[src/rtl/counter_sweep_pkg.sv]
// Shared encodings for the counter sweep sequencer: FSM states and run modes.
package counter_sweep_pkg;

    typedef enum logic [1:0] {
        ST_IDLE = 2'd0,
        ST_UP   = 2'd1,
        ST_DOWN = 2'd2
    } state_e;

    localparam logic MODE_SINGLE = 1'b0;
    localparam logic MODE_CONT   = 1'b1;

endpackage

[src/rtl/counter_sweep_ctrl_if.sv]
// CSR-side control and status bundle of the sweep sequencer.
interface counter_sweep_ctrl_if #(
    parameter int N     = 8,
    parameter int PSC_W = 8
);
    // start is a level request consumed only in IDLE (no ready); busy is the
    // back-pressure indication, and start while busy is silently dropped.
    logic             start;
    logic             stop;
    logic             mode;
    logic [N-1:0]     top;
    logic [PSC_W-1:0] prescale;
    logic [N-1:0]     count;
    logic             busy;
    logic             dir;
    logic             apex;
    logic             wrap;
    logic             done;

    modport master (
        output start, stop, mode, top, prescale,
        input  count, busy, dir, apex, wrap, done
    );

    modport slave (
        input  start, stop, mode, top, prescale,
        output count, busy, dir, apex, wrap, done
    );
endinterface

[src/rtl/counter_sweep_ctrl_counter.sv]
// N-bit up/down counter with enable and asynchronous active-low reset.
module counter_sweep_ctrl_counter #(
    parameter int N = 8
) (
    input  logic         clk,
    input  logic         rst_n,
    input  logic         enable,
    input  logic         up_down,
    output logic [N-1:0] count
);
    localparam logic [N-1:0] ONE = {{(N-1){1'b0}}, 1'b1};

    always_ff @(posedge clk or negedge rst_n) begin
        if (!rst_n) begin
            count <= '0;
        end else if (enable) begin
            count <= up_down ? count + ONE : count - ONE;
        end
    end
endmodule

[src/rtl/counter_sweep_ctrl.sv]
// Triangle-sweep sequencer (0 -> top -> 0) driving an up/down counter once per
// prescaled tick, with single-shot or continuous operation and status pulses.
module counter_sweep_ctrl
    import counter_sweep_pkg::*;
#(
    parameter int N     = 8,
    parameter int PSC_W = 8
) (
    input  logic                 clk,
    input  logic                 rst_n,
    counter_sweep_ctrl_if.slave  bus,
    output logic [1:0]           dbg_state
);
    localparam logic [N-1:0]     CNT_ONE = {{(N-1){1'b0}}, 1'b1};
    localparam logic [PSC_W-1:0] PSC_ONE = {{(PSC_W-1){1'b0}}, 1'b1};

    state_e           state_q, state_d;
    logic [N-1:0]     top_q, top_d;
    logic [PSC_W-1:0] psc_q, psc_d;
    logic [PSC_W-1:0] pcnt_q, pcnt_d;
    logic             mode_q, mode_d;
    logic             stop_pend_q, stop_pend_d;
    logic             apex_q, apex_d;
    logic             wrap_q, wrap_d;
    logic             done_q, done_d;
    logic             running;
    logic             tick;
    logic [N-1:0]     count;

    always_ff @(posedge clk or negedge rst_n) begin
        if (!rst_n) begin
            state_q     <= ST_IDLE;
            top_q       <= '0;
            psc_q       <= '0;
            pcnt_q      <= '0;
            mode_q      <= MODE_SINGLE;
            stop_pend_q <= 1'b0;
            apex_q      <= 1'b0;
            wrap_q      <= 1'b0;
            done_q      <= 1'b0;
        end else begin
            state_q     <= state_d;
            top_q       <= top_d;
            psc_q       <= psc_d;
            pcnt_q      <= pcnt_d;
            mode_q      <= mode_d;
            stop_pend_q <= stop_pend_d;
            apex_q      <= apex_d;
            wrap_q      <= wrap_d;
            done_q      <= done_d;
        end
    end

    always_comb begin
        state_d     = state_q;
        top_d       = top_q;
        psc_d       = psc_q;
        pcnt_d      = pcnt_q;
        mode_d      = mode_q;
        stop_pend_d = stop_pend_q;
        apex_d      = 1'b0;
        wrap_d      = 1'b0;
        done_d      = 1'b0;
        running     = (state_q != ST_IDLE);
        tick        = running && (pcnt_q == '0);

        if (running) begin
            pcnt_d = tick ? psc_q : pcnt_q - PSC_ONE;
            // A stop arriving in the very cycle of a return to 0 still ends the run there.
            if (bus.stop) stop_pend_d = 1'b1;
        end

        case (state_q)
            ST_IDLE: begin
                if (bus.start) begin
                    top_d  = bus.top;
                    psc_d  = bus.prescale;
                    mode_d = bus.mode;
                    pcnt_d = bus.prescale;
                    if (bus.top == '0) begin
                        done_d = 1'b1;
                    end else begin
                        state_d     = ST_UP;
                        stop_pend_d = bus.stop;
                    end
                end
            end
            ST_UP: begin
                if (tick && count == top_q - CNT_ONE) begin
                    state_d = ST_DOWN;
                    apex_d  = 1'b1;
                end
            end
            ST_DOWN: begin
                if (tick && count == CNT_ONE) begin
                    if (mode_q == MODE_SINGLE || stop_pend_d) begin
                        state_d     = ST_IDLE;
                        done_d      = 1'b1;
                        stop_pend_d = 1'b0;
                    end else begin
                        state_d = ST_UP;
                        wrap_d  = 1'b1;
                    end
                end
            end
            default: state_d = ST_IDLE;
        endcase
    end

    counter_sweep_ctrl_counter #(.N(N)) u_counter (
        .clk     (clk),
        .rst_n   (rst_n),
        .enable  (tick),
        .up_down (state_q == ST_UP),
        .count   (count)
    );

    assign bus.count = count;
    assign bus.busy  = running;
    assign bus.dir   = (state_q == ST_UP);
    assign bus.apex  = apex_q;
    assign bus.wrap  = wrap_q;
    assign bus.done  = done_q;
    assign dbg_state = state_q;
endmodule

[src/flat_wrapper.sv]
// flat-port wrapper written by rule: the top's interface ports become plain ports
module counter_sweep_ctrl_flat import counter_sweep_pkg::*;
#(
    parameter int N     = 8,
    parameter int PSC_W = 8
)
  (clk, rst_n, dbg_state, bus_start, bus_stop, bus_mode, bus_top, bus_prescale, bus_count, bus_busy, bus_dir, bus_apex, bus_wrap, bus_done);
  counter_sweep_ctrl_if #(.N(N), .PSC_W(PSC_W)) bus_i ();
  input  logic clk;
  input  logic rst_n;
  output logic [1:0] dbg_state;
  input wire logic [$bits(bus_i.start)-1:0] bus_start;
  input wire logic [$bits(bus_i.stop)-1:0] bus_stop;
  input wire logic [$bits(bus_i.mode)-1:0] bus_mode;
  input wire logic [$bits(bus_i.top)-1:0] bus_top;
  input wire logic [$bits(bus_i.prescale)-1:0] bus_prescale;
  output wire logic [$bits(bus_i.count)-1:0] bus_count;
  output wire logic [$bits(bus_i.busy)-1:0] bus_busy;
  output wire logic [$bits(bus_i.dir)-1:0] bus_dir;
  output wire logic [$bits(bus_i.apex)-1:0] bus_apex;
  output wire logic [$bits(bus_i.wrap)-1:0] bus_wrap;
  output wire logic [$bits(bus_i.done)-1:0] bus_done;
  assign bus_i.start = bus_start;
  assign bus_i.stop = bus_stop;
  assign bus_i.mode = bus_mode;
  assign bus_i.top = bus_top;
  assign bus_i.prescale = bus_prescale;
  assign bus_count = bus_i.count;
  assign bus_busy = bus_i.busy;
  assign bus_dir = bus_i.dir;
  assign bus_apex = bus_i.apex;
  assign bus_wrap = bus_i.wrap;
  assign bus_done = bus_i.done;
  counter_sweep_ctrl #(.N(N), .PSC_W(PSC_W)) u_core (.clk(clk), .rst_n(rst_n), .bus(bus_i), .dbg_state(dbg_state));
endmodule
[config.mk]
export PLATFORM = sky130hd
export DESIGN_NAME = counter_sweep_ctrl_flat
export DESIGN_NICKNAME = d
export VERILOG_FILES = /design/src/rtl/counter_sweep_pkg.sv /design/src/rtl/counter_sweep_ctrl_if.sv /design/src/rtl/counter_sweep_ctrl_counter.sv /design/src/rtl/counter_sweep_ctrl.sv /design/src/flat_wrapper.sv
export SDC_FILE = /design/constraint.sdc
export NUM_CORES = 1
export LEC_CHECK = 0
export ABC_AREA = 1
export BUFFER_PORTS_ARGS = -buffer_cell sky130_fd_sc_hd__buf_2
export CORE_ASPECT_RATIO = 0.7
export CORE_MARGIN = 5
export CORE_UTILIZATION = 35
export CTS_CLUSTER_DIAMETER = 80
export CTS_CLUSTER_SIZE = 28
export DETAILED_ROUTE_END_ITERATION = 10
export GPL_ROUTABILITY_DRIVEN = 0
export MAX_ROUTING_LAYER = met4
export PLACE_DENSITY = 0.5
export SYNTH_ARGS = -nofsm -noshare
export SYNTH_HDL_FRONTEND = slang
export SYNTH_SLANG_ARGS = --single-unit
[constraint.sdc]
create_clock -name clk -period 2.65 [get_ports clk]
set_input_delay 0.265 -clock clk [delete_from_list [all_inputs] [get_ports clk]]
set_output_delay 0.265 -clock clk [all_outputs]
set_load 0.005 [all_outputs]
==> results of run 1 <==
worst register-to-register path: stages, from the launching register on:
cell	delay [ps]
dfrtp_1	360
inv_1	140
ha_1	210
nand2_1	160
nor2_4	190
nand2_2	230
clkinv_2	220
a21oi_1	90
o21ai_0	90
o211ai_1	100
cells in the final DEF, fill, tap and decap left out, types with 4 or more instances in the layout:
cell	count
o211ai_2	4
ha_1	5
clkbuf_8	5
o21ai_0	22
o21ai_1	6
nand2_1	85
nand3_1	22
xor2_1	11
dfrtp_1	39
buf_2	35
nor2_1	29
inv_1	41
through the flow:
step / instance area [µm²] / std cells
6_report: 2680 / 419
5_1_grt: 2680 / 419
4_1_cts: 2680 / 419
3_5_place_dp: 2550 / 411
3_3_place_gp: 2550 / 411
2_1_floorplan: 2290 / 301
routing by layer:
metal | routed length, µm | share of wire | GRT usage | vias to the layer above
met3 | 279 | 0.050 | 0.0340 | 8
met5 | 0 | 0 | - | -
met2 | 1960 | 0.35 | 0.174 | 49
li1 | - | - | - | 1036
met4 | 82 | 0.015 | 0.0498 | 0
met1 | 3230 | 0.58 | 0.238 | 857
worst max path at each step:
stage / slack [ps] / startpoint / cells past startpoint / to
6_report: 750 / u_core.pcnt_q[0] / 9 / u_core.pcnt_q[3]
4_1_cts: 740 / u_core.pcnt_q[0] / 9 / u_core.pcnt_q[3]
5_1_grt: 530 / u_core.pcnt_q[0] / 9 / u_core.pcnt_q[3]
3_5_place_dp: 750 / u_core.pcnt_q[0] / 9 / u_core.pcnt_q[3]
2_1_floorplan: 1140 / u_core.pcnt_q[0] / 8 / u_core.pcnt_q[5]
3_3_place_gp: 810 / u_core.pcnt_q[0] / 8 / u_core.u_counter.count[6]
sequential cells by signal, indices dropped and copies added (netlist names):
name	flops
u_core.bus.apex	1
u_core.bus.done	1
u_core.bus.wrap	1
u_core.dbg_state	2
u_core.mode_q	1
u_core.pcnt_q	8
u_core.psc_q	8
u_core.stop_pend_q	1
u_core.top_q	8
u_core.u_counter.count	8
area by class of cell:
class / instances / area (µm²)
Fill cell: 666 / 3620
Tap cell: 78 / 97.6
Timing Repair Buffer: 36 / 183
Clock inverter: 2 / 60.1
Multi-Input combinational cell: 213 / 1120
Sequential cell: 39 / 976
Clock buffer: 6 / 72.6
Inverter: 45 / 171
report_power, final:
part | switching [mW] | internal, mW | leakage [nW] | total, mW
combinational | 0.0482 | 0.0288 | 0.861 | 0.0770
clock | 0.227 | 0.377 | 0.0654 | 0.604
sequential | 0.0108 | 0.610 | 0.480 | 0.621
cells by family after synthesis:
kind of cell / after synthesis
adder cells (fa/ha/maj): 5
AO/OA/AOI/OAI: 44
buffers and inverters: 49
flip-flops: 39
AND/OR/NAND/NOR: 150
XOR/XNOR: 14
==> out/results.txt, run 1 <==
I/O pins - 36
Netlist cell types - 33
HP Class - in -> async
CTS tree - built
ys flop type - dfrtp_1
Critical-path top delay cell - dfrtp_1
area fraction in compound gates after synthesis - 0.124
Post-Synthesis Cells - 301
antenna-violating nets left - 0
Yosys reg bits - 39
simple-gate area share of the yosys netlist - 0.285
Die X - 107 µm
most common cell in the synthesized netlist - nand2_1
total length of routed wires - 5550 µm
post-DP HPWL - 4290 µm
Area contributors post-synth - dfrtp_1 (43%), nand2_1 (14%), inv_1 (6.7%)
number of synthesized flops with an enable pin - 0
fin nets - 366
Worst slew margin - 0.398
pre-CTS setup slack - 745 ps
largest net degree at the start of global routing - 40
Slew Viols, Final - 0
Layout area overhead - 16.9%
multiplexer share of the synthesized area - 0
Initial Utilization - 0.364
Iteration-0 DRC Markers - 89
Hold Vio Cnt, Final - 0
Seq/Total Area, Yosys - 0.425
die area - 0.00830 mm²
Setup TNS - 0 ps
crit path buf inv count - 2
Setup Crit Path Kind - reg -> reg
maxcap violations - 0
outcome - completed
drt pass-1 iters - 4
ys async rst share - 1.00
drt drc - 0
num rows - 24
clock transition at the registers of the reported paths - 80 ps
syn avg cell area - 7.62 µm²
core box area - 0.00631 mm²
Synth Warn # - 0
postcts setup bufs - 0
Power Total - 1.30 mW
layout cell share with drive strength beyond 1 - 0.179
worst slew pin tran - 903 ps
WHS - 93.4 ps
WL/cell - 13.3 µm
Worst R2R End - u_core.pcnt_q[3]
initial antenna violation count - 0
Synth Net Count - 327
first-pass GRT wire length - 9370 µm
main combinational cell family by area after synthesis - simple AND/OR/NAND/NOR gates
clock skew - 7.31 ps
Worst-Skew Late Latency - 300 ps
crit path DAT - 2080 ps
share of the synthesized area in the top cell type - 0.425
CTS Buf Count - 5
Post-synth top cells - nand2_1 (85), inv_1 (41), dfrtp_1 (39)
vias post-DR - 1,950
startpoint class of the critical path - register
total power per unit cell area - 485 mW/mm²
leading area contributor after synthesis - dfrtp_1
flop-to-flop setup slack - 750 ps
clk buf depth - 2
Die Height - 77.7 µm
Via-to-Cell Ratio - 4.65
hold buffer count at CTS - 0
fin crit share - 0.717
number of H-tree levels - 2
Root Driver - clkbuf_8
crit-path max FO - 13
max incr delay on CP - 360 ps
synthesized cell area - 0.00229 mm²
ANT cells - 0
family with the most delay on the worst path - simple AND/OR/NAND/NOR gates
cts repair resizes - 0
Final setup viols - 0
Worst setup EP type - register
TritonCTS Sinks - 39
CP Data Required Time - 2830 ps
Synth Area in XOR/XNOR - 0.0534
crit-path cells - inv_1 -> ha_1 -> nand2_1 -> nor2_4 -> nand2_2 -> clkinv_2 -> a21oi_1 -> o21ai_0 -> o211ai_1
Max VDD drop - 0.000193 V
Overall Global Routing Usage - 0.148
P_leak - 1.41 nW
R2R depth - 9
RSZ-0062 raised after global routing - no
worst setup margin - 749 ps
port bufs - 35
Tmin final - 1900 ps
final core occ - 0.425
adder-cell share of the synthesized area - 0.0273
vias in the first global route - 1,800
launch point of the worst reg-to-reg path - u_core.pcnt_q[0]
final global-route overflow total - 0
Achievable Freq - 526 MHz
Power figures use the tool's default switching activity.
==> inputs of run 2 (changes only) <==
--- a/config.mk
+++ b/config.mk
@@ -15,7 +15,7 @@
 export DETAILED_ROUTE_END_ITERATION = 10
 export GPL_ROUTABILITY_DRIVEN = 0
 export MAX_ROUTING_LAYER = met4
-export PLACE_DENSITY = 0.5
+export PLACE_DENSITY = 0.52
 export SYNTH_ARGS = -nofsm -noshare
 export SYNTH_HDL_FRONTEND = slang
 export SYNTH_SLANG_ARGS = --single-unit
==> constraint.sdc (replaced) <==
create_clock -name clk -period 1.7 [get_ports clk]
set_input_delay 0.17 -clock clk [delete_from_list [all_inputs] [get_ports clk]]
set_output_delay 0.17 -clock clk [all_outputs]
set_load 0.005 [all_outputs]
==> run 2 against run 1 <==
Flip-flop and latch count unchanged. Via count up 2.7%. Sequential power up 56%. Clock power about the same. Non-clock buffer count up 12. Clock-buffer cell count up 1. Maximum frequency up 20%. Cell count up 2.9%. First-iteration DRC count up 31%. Routed wire length up 1.5%. Hold slack worse by 3.1 ps.
==> out/results.txt, run 2 (synthesis gave the netlist of run 1 again) <==
outcome - completed (unchanged)
RSZ-0062 raised after global routing - no (unchanged)
layout cell share with drive strength beyond 1 - 0.215 (was 0.179)
commonest non-fill, non-tap cells in the layout - nand2_1 (85), inv_1 (40), dfrtp_1 (39) (was nand2_1 (85), inv_1 (41), dfrtp_1 (39))
CTS Buf Count - 5 (unchanged)
fin nets - 378 (was 366)
final instance area - 0.00275 mm² (was 0.00268 mm²)
initial antenna violation count - 0 (unchanged)
commonest non-fill, non-tap cell in the layout - nand2_1 (unchanged)
Setup TNS - 0 ps (unchanged)
crit path buf inv count - 2 (unchanged)
Layout area overhead - 20.0% (was 16.9%)
crit-path cells - inv_1 -> ha_1 -> nand2_1 -> nor2_4 -> nand2_4 -> buf_4 -> o211ai_2 -> o211ai_1 (was inv_1 -> ha_1 -> nand2_1 -> nor2_4 -> nand2_2 -> clkinv_2 -> a21oi_1 -> o21ai_0 -> o211ai_1)
Overall Global Routing Usage - 0.150 (was 0.148)
clock skew - 5.90 ps (was 7.31 ps)
crit path DAT - 1750 ps (was 2080 ps)
WL/cell - 13.1 µm (was 13.3 µm)
total power per unit cell area - 619 mW/mm² (was 485 mW/mm²)
Root Driver - clkbuf_8 (unchanged)
Hold Vio Cnt, Final - 0 (unchanged)
I/O pins - 36 (unchanged)
Achievable Freq - 629 MHz (was 526 MHz)
Final setup viols - 0 (unchanged)
final global-route overflow total - 0 (unchanged)
maxcap violations - 0 (unchanged)
clk buf depth - 2 (unchanged)
Via-to-Cell Ratio - 4.65 (about the same)
placed cell areas - 0.00263 mm² (was 0.00255 mm²)
drt drc - 0 (unchanged)
fin crit share - 0.935 (was 0.717)
post-DP HPWL - 4440 µm (was 4290 µm)
Die Height - 77.7 µm (unchanged)
Slew Viols, Final - 0 (unchanged)
Tmin final - 1590 ps (was 1900 ps)
Worst-Skew Late Latency - 280 ps (was 300 ps)
antenna-violating nets left - 0 (unchanged)
ANT cells - 0 (unchanged)
CTS tree - built (unchanged)
CP Data Required Time - 1860 ps (was 2830 ps)
total length of routed wires - 5640 µm (was 5550 µm)
max incr delay on CP - 380 ps (was 360 ps)
Worst setup EP type - register (unchanged)
num rows - 24 (unchanged)
worst slew pin tran - 507 ps (was 903 ps)
postcts setup bufs - 0 (unchanged)
largest net degree at the start of global routing - 40 (unchanged)
port bufs - 35 (unchanged)
die area - 0.00830 mm² (unchanged)
Iteration-0 DRC Markers - 117 (was 89)
core box area - 0.00631 mm² (unchanged)
vias post-DR - 2,002 (was 1,950)
drt pass-1 iters - 5 (was 4)
Max VDD drop - 0.000367 V (was 0.000193 V)
Critical-path top delay cell - dfrtp_1 (unchanged)
Worst slew margin - 0.662 (was 0.398)
startpoint class of the critical path - register (unchanged)
Die X - 107 µm (unchanged)
vias in the first global route - 1,939 (was 1,800)
family with the most delay on the worst path - simple AND/OR/NAND/NOR gates (unchanged)
Setup Crit Path Kind - reg -> reg (unchanged)
number of H-tree levels - 2 (unchanged)
crit-path max FO - 8 (was 13)
fillcell total - 673 (was 666)
P_leak - 1.46 nW (was 1.41 nW)
Initial Utilization - 0.364 (unchanged)
first-pass GRT wire length - 9620 µm (was 9370 µm)
clock transition at the registers of the reported paths - 80 ps (about the same)
TritonCTS Sinks - 39 (unchanged)
HP Class - in -> reg (was in -> async)
==> run 2: cell count changes in the layout (fill, tap and decap cells not counted), sizes merged <==
cell         previous run  this run
buf                    36        47
inv                    43        44
clkbuf                  6         7
dlygate4sd3             0         1
bufinv                  2         0
==> run 2: worst min-delay path, delay by kind of cell <==
kind	cells	cell delay, ps
buffers and inverters	1	80
AND/OR/NAND/NOR	1	40
AO/OA/AOI/OAI	1	50
==> run 2: report_power, final <==
group	total, mW	internal [mW]	switching (mW)
registers	0.969	0.951	0.0174
logic	0.130	0.0527	0.0776
clock network	0.604	0.288	0.316
total	1.70	1.29	0.411
==> run 2: routing by layer <==
layer,global-route usage,up-vias,wire (µm)
met2,0.197,44,2110
met5,-,-,0
li1,-,1061,-
met3,0.0323,2,271
met1,0.235,895,3230
met4,0.0230,0,26
==> run 2: what timing repair did <==
action	4_1_cts	5_1_grt
setup endpoints to repair	0	4
hold endpoints to repair	39	0
hold buffers	1	0
resized for setup	0	8
==> run 2: final timing paths <==
path                                        from                   endpoint  slack, ps  cells past startpoint
worst max-delay path            u_core.pcnt_q[1]           u_core.pcnt_q[4]        110                      8
max in group asynchronous                  rst_n            u_core.top_q[7]        880                      3
worst min register to register   u_core.psc_q[1]            u_core.psc_q[1]        490                      2
worst min-delay path                    bus_mode              u_core.mode_q         90                      3
worst max register to register  u_core.pcnt_q[1]           u_core.pcnt_q[4]        110                      8
min in group asynchronous                  rst_n  u_core.u_counter.count[6]        470                      3
==> run 2: layout make-up <==
type                            instances  area [µm²]  area share
Clock buffer                            7        76.3      0.0277
Tap cell                               78        97.6      0.0355
Sequential cell                        39         976       0.355
Multi-Input combinational cell        213        1150       0.418
Timing Repair Buffer                   48         275       0.100
Inverter                               45         173      0.0627
Clock inverter                          1        5.00     0.00182
==> run 2: metrics by stage <==
step / utilization / worst slack [ps] / hold WS, ps / std cells / power (mW)
5_1_grt: 0.437 / 25.9 / 105 / 431 / 1.80
2_1_floorplan: - / 194 / -126 / 301 / 1.04
3_3_place_gp: 0.417 / 11.8 / 270 / 422 / 1.11
4_1_cts: 0.432 / 14.0 / 82.8 / 431 / 1.73
3_5_place_dp: 0.417 / 19.0 / 270 / 422 / 1.11
6_report: 0.437 / 110 / 90.3 / 431 / 1.70
==> inputs of run 3 (changes only) <==
--- a/config.mk
+++ b/config.mk
@@ -7,6 +7,8 @@
 export LEC_CHECK = 0
 export ABC_AREA = 1
 export BUFFER_PORTS_ARGS = -buffer_cell sky130_fd_sc_hd__buf_2
+export CELL_PAD_IN_SITES_DETAIL_PLACEMENT = 1
+export CELL_PAD_IN_SITES_GLOBAL_PLACEMENT = 1
 export CORE_ASPECT_RATIO = 0.7
 export CORE_MARGIN = 5
 export CORE_UTILIZATION = 35
@@ -15,7 +17,7 @@
 export DETAILED_ROUTE_END_ITERATION = 10
 export GPL_ROUTABILITY_DRIVEN = 0
 export MAX_ROUTING_LAYER = met4
-export PLACE_DENSITY = 0.52
+export PLACE_DENSITY = 0.68
 export SYNTH_ARGS = -nofsm -noshare
 export SYNTH_HDL_FRONTEND = slang
 export SYNTH_SLANG_ARGS = --single-unit
==> run 3 against run 2 <==
Combinational power is essentially flat. Non-clock buffer count increased by 2. Clock skew is essentially flat. Hold slack better by 4.0 ps. Clock-buffer cell count is the same. Sequential share of layout area shrank 0.52 points. Via count grew 4.6%. Flip-flop and latch count unchanged. Critical endpoint is now u_core.pcnt_q[3].
==> out/results.txt, run 3 (synthesis gave the netlist of run 1 again) <==
drt pass-1 iters - 4 (was 5)
P_leak - 1.48 nW (was 1.46 nW)
RSZ-0062 raised after global routing - no (unchanged)
HP Class - in -> reg (unchanged)
WHS - 94.3 ps (was 90.3 ps)
Hold Vio Cnt, Final - 0 (unchanged)
WL/cell - 14.8 µm (was 13.1 µm)
commonest non-fill, non-tap cell in the layout - nand2_1 (unchanged)
startpoint class of the critical path - register (unchanged)
drt drc - 0 (unchanged)
Achievable Freq - 632 MHz (was 629 MHz)
final global-route overflow total - 0 (unchanged)
layout cell share with drive strength beyond 1 - 0.237 (was 0.215)
hold depth - 3 (unchanged)
vias in the first global route - 2,116 (was 1,939)
Layout area overhead - 21.8% (was 20.0%)
worst setup margin - 119 ps (was 110 ps)
fillcell total - 811 (was 673)
Initial Utilization - 0.364 (unchanged)
outcome - completed (unchanged)
Power Total - 1.82 mW (was 1.70 mW)
commonest non-fill, non-tap cells in the layout - nand2_1 (83), inv_1 (40), dfrtp_1 (39) (was nand2_1 (85), inv_1 (40), dfrtp_1 (39))
TritonCTS Sinks - 39 (unchanged)
die area - 0.00830 mm² (unchanged)
clock skew - 6.06 ps (was 5.90 ps)
number of H-tree levels - 2 (unchanged)
CTS tree - built (unchanged)
Worst setup EP type - register (unchanged)
Die Height - 77.7 µm (unchanged)
Slew Viols, Final - 0 (unchanged)
vias post-DR - 2,095 (was 2,002)
Worst slew margin - 0.645 (was 0.662)
Iteration-0 DRC Markers - 60 (was 117)
Max VDD drop - 0.000268 V (was 0.000367 V)
Final setup viols - 0 (unchanged)
fin crit share - 0.930 (was 0.935)
crit-path max FO - 9 (was 8)
Setup Crit Path Kind - reg -> reg (unchanged)
initial antenna violation count - 0 (unchanged)
ANT cells - 0 (unchanged)
final core occ - 0.443 (was 0.437)
I/O pins - 36 (unchanged)
Via-to-Cell Ratio - 4.84 (was 4.65)
postcts setup bufs - 0 (unchanged)
CP Data Required Time - 1860 ps (about the same)
maxcap violations - 0 (unchanged)
post-DP HPWL - 5070 µm (was 4440 µm)
Overall Global Routing Usage - 0.165 (was 0.150)
clock transition at the registers of the reported paths - 80 ps (about the same)
worst slew pin tran - 533 ps (was 507 ps)
port bufs - 35 (unchanged)
Root Driver - clkbuf_8 (unchanged)
antenna-violating nets left - 0 (unchanged)
Die X - 107 µm (unchanged)
crit path DAT - 1740 ps (was 1750 ps)
core box area - 0.00631 mm² (unchanged)
CTS Buf Count - 5 (unchanged)
Worst-Skew Late Latency - 290 ps (was 280 ps)
R2R depth - 9 (was 8)
total power per unit cell area - 651 mW/mm² (was 619 mW/mm²)
first-pass GRT wire length - 10,500 µm (was 9620 µm)
Tmin final - 1580 ps (was 1590 ps)
clk buf depth - 2 (unchanged)
total length of routed wires - 6400 µm (was 5640 µm)
largest net degree at the start of global routing - 40 (unchanged)
pre-CTS setup slack - -55.0 ps (was 19.0 ps)
num rows - 24 (unchanged)
fin nets - 380 (was 378)
==> run 3: cell types whose count changed in the layout (fill, tap and decap cells not counted) <==
cell,delta
nand2_2,+2
clkbuf_1,-2
nor2_4,+1
nor2_1,-2
clkbuf_8,+2
nand2_1,-2
ha_4,-1
inv_4,-1
buf_4,+2
clkinvlp_4,+1
nor2_2,+1
ha_2,+1
==> run 3: path summary, 6_finish.rpt <==
| check | from | endpoint | slack, ps |
|---|---|---|---|
| worst max-delay path | u_core.pcnt_q[1] | u_core.pcnt_q[3] | 120 |
| worst min-delay path | bus_mode | u_core.mode_q | 90 |
| worst max register to register | u_core.pcnt_q[1] | u_core.pcnt_q[3] | 120 |
| worst min register to register | u_core.psc_q[0] | u_core.psc_q[0] | 480 |
| max in group asynchronous | rst_n | u_core.u_counter.count[1] | 860 |
| min in group asynchronous | rst_n | u_core.top_q[0] | 480 |
==> run 3: final cells by class <==
class	instances	area, µm²	area share
Clock buffer	7	96.3	0.0345
Timing Repair Buffer	50	290	0.104
Tap cell	78	97.6	0.0349
Sequential cell	39	976	0.349
Inverter	45	171	0.0614
Multi-Input combinational cell	213	1150	0.413
Clock inverter	1	7.51	0.00269
==> run 3: worst max-delay path, cell delays in order, from the launching register on <==
cell and delay, ps:
dfrtp_1 390, inv_1 90, ha_1 200, nand2_2 90, nor2_4 140, nand2_4 100, clkinv_2 150, a21oi_1 90
o21ai_0 80, o211ai_1 120
==> run 3: layer usage <==
| layer | vias up | routed length (µm) | track usage |
|---|---|---|---|
| li1 | 1061 | - | - |
| met1 | 1001 | 3470 | 0.244 |
| met2 | 28 | 2680 | 0.234 |
| met3 | 5 | 214 | 0.0340 |
| met4 | 0 | 42 | 0.0307 |
| met5 | - | 0 | - |
==> run 3: report_power, final <==
| part | internal (mW) | leakage, nW | switching (mW) | total (mW) |
|---|---|---|---|---|
| Combinational | 0.0512 | 0.945 | 0.0822 | 0.133 |
| Clock | 0.370 | 0.0505 | 0.347 | 0.717 |
| Sequential | 0.951 | 0.480 | 0.0188 | 0.970 |
==> run 3: repair_timing <==
| item | 4_1_cts | 5_1_grt |
|---|---|---|
| gates resized for setup | 1 | 10 |
| hold endpoints to repair | 39 | 0 |
| pin swaps | 0 | 5 |
| setup endpoints to repair | 1 | 11 |
| hold buffers | 1 | 0 |
==> run 3: metrics by stage <==
step / instance area, µm² / cells / setup TNS (ps)
global placement: 2650 / 424 / 0
finish: 2790 / 433 / 0
floorplan: 2290 / 301 / 0
detailed placement: 2650 / 424 / -55.0
global route: 2790 / 433 / 0
CTS: 2760 / 433 / 0
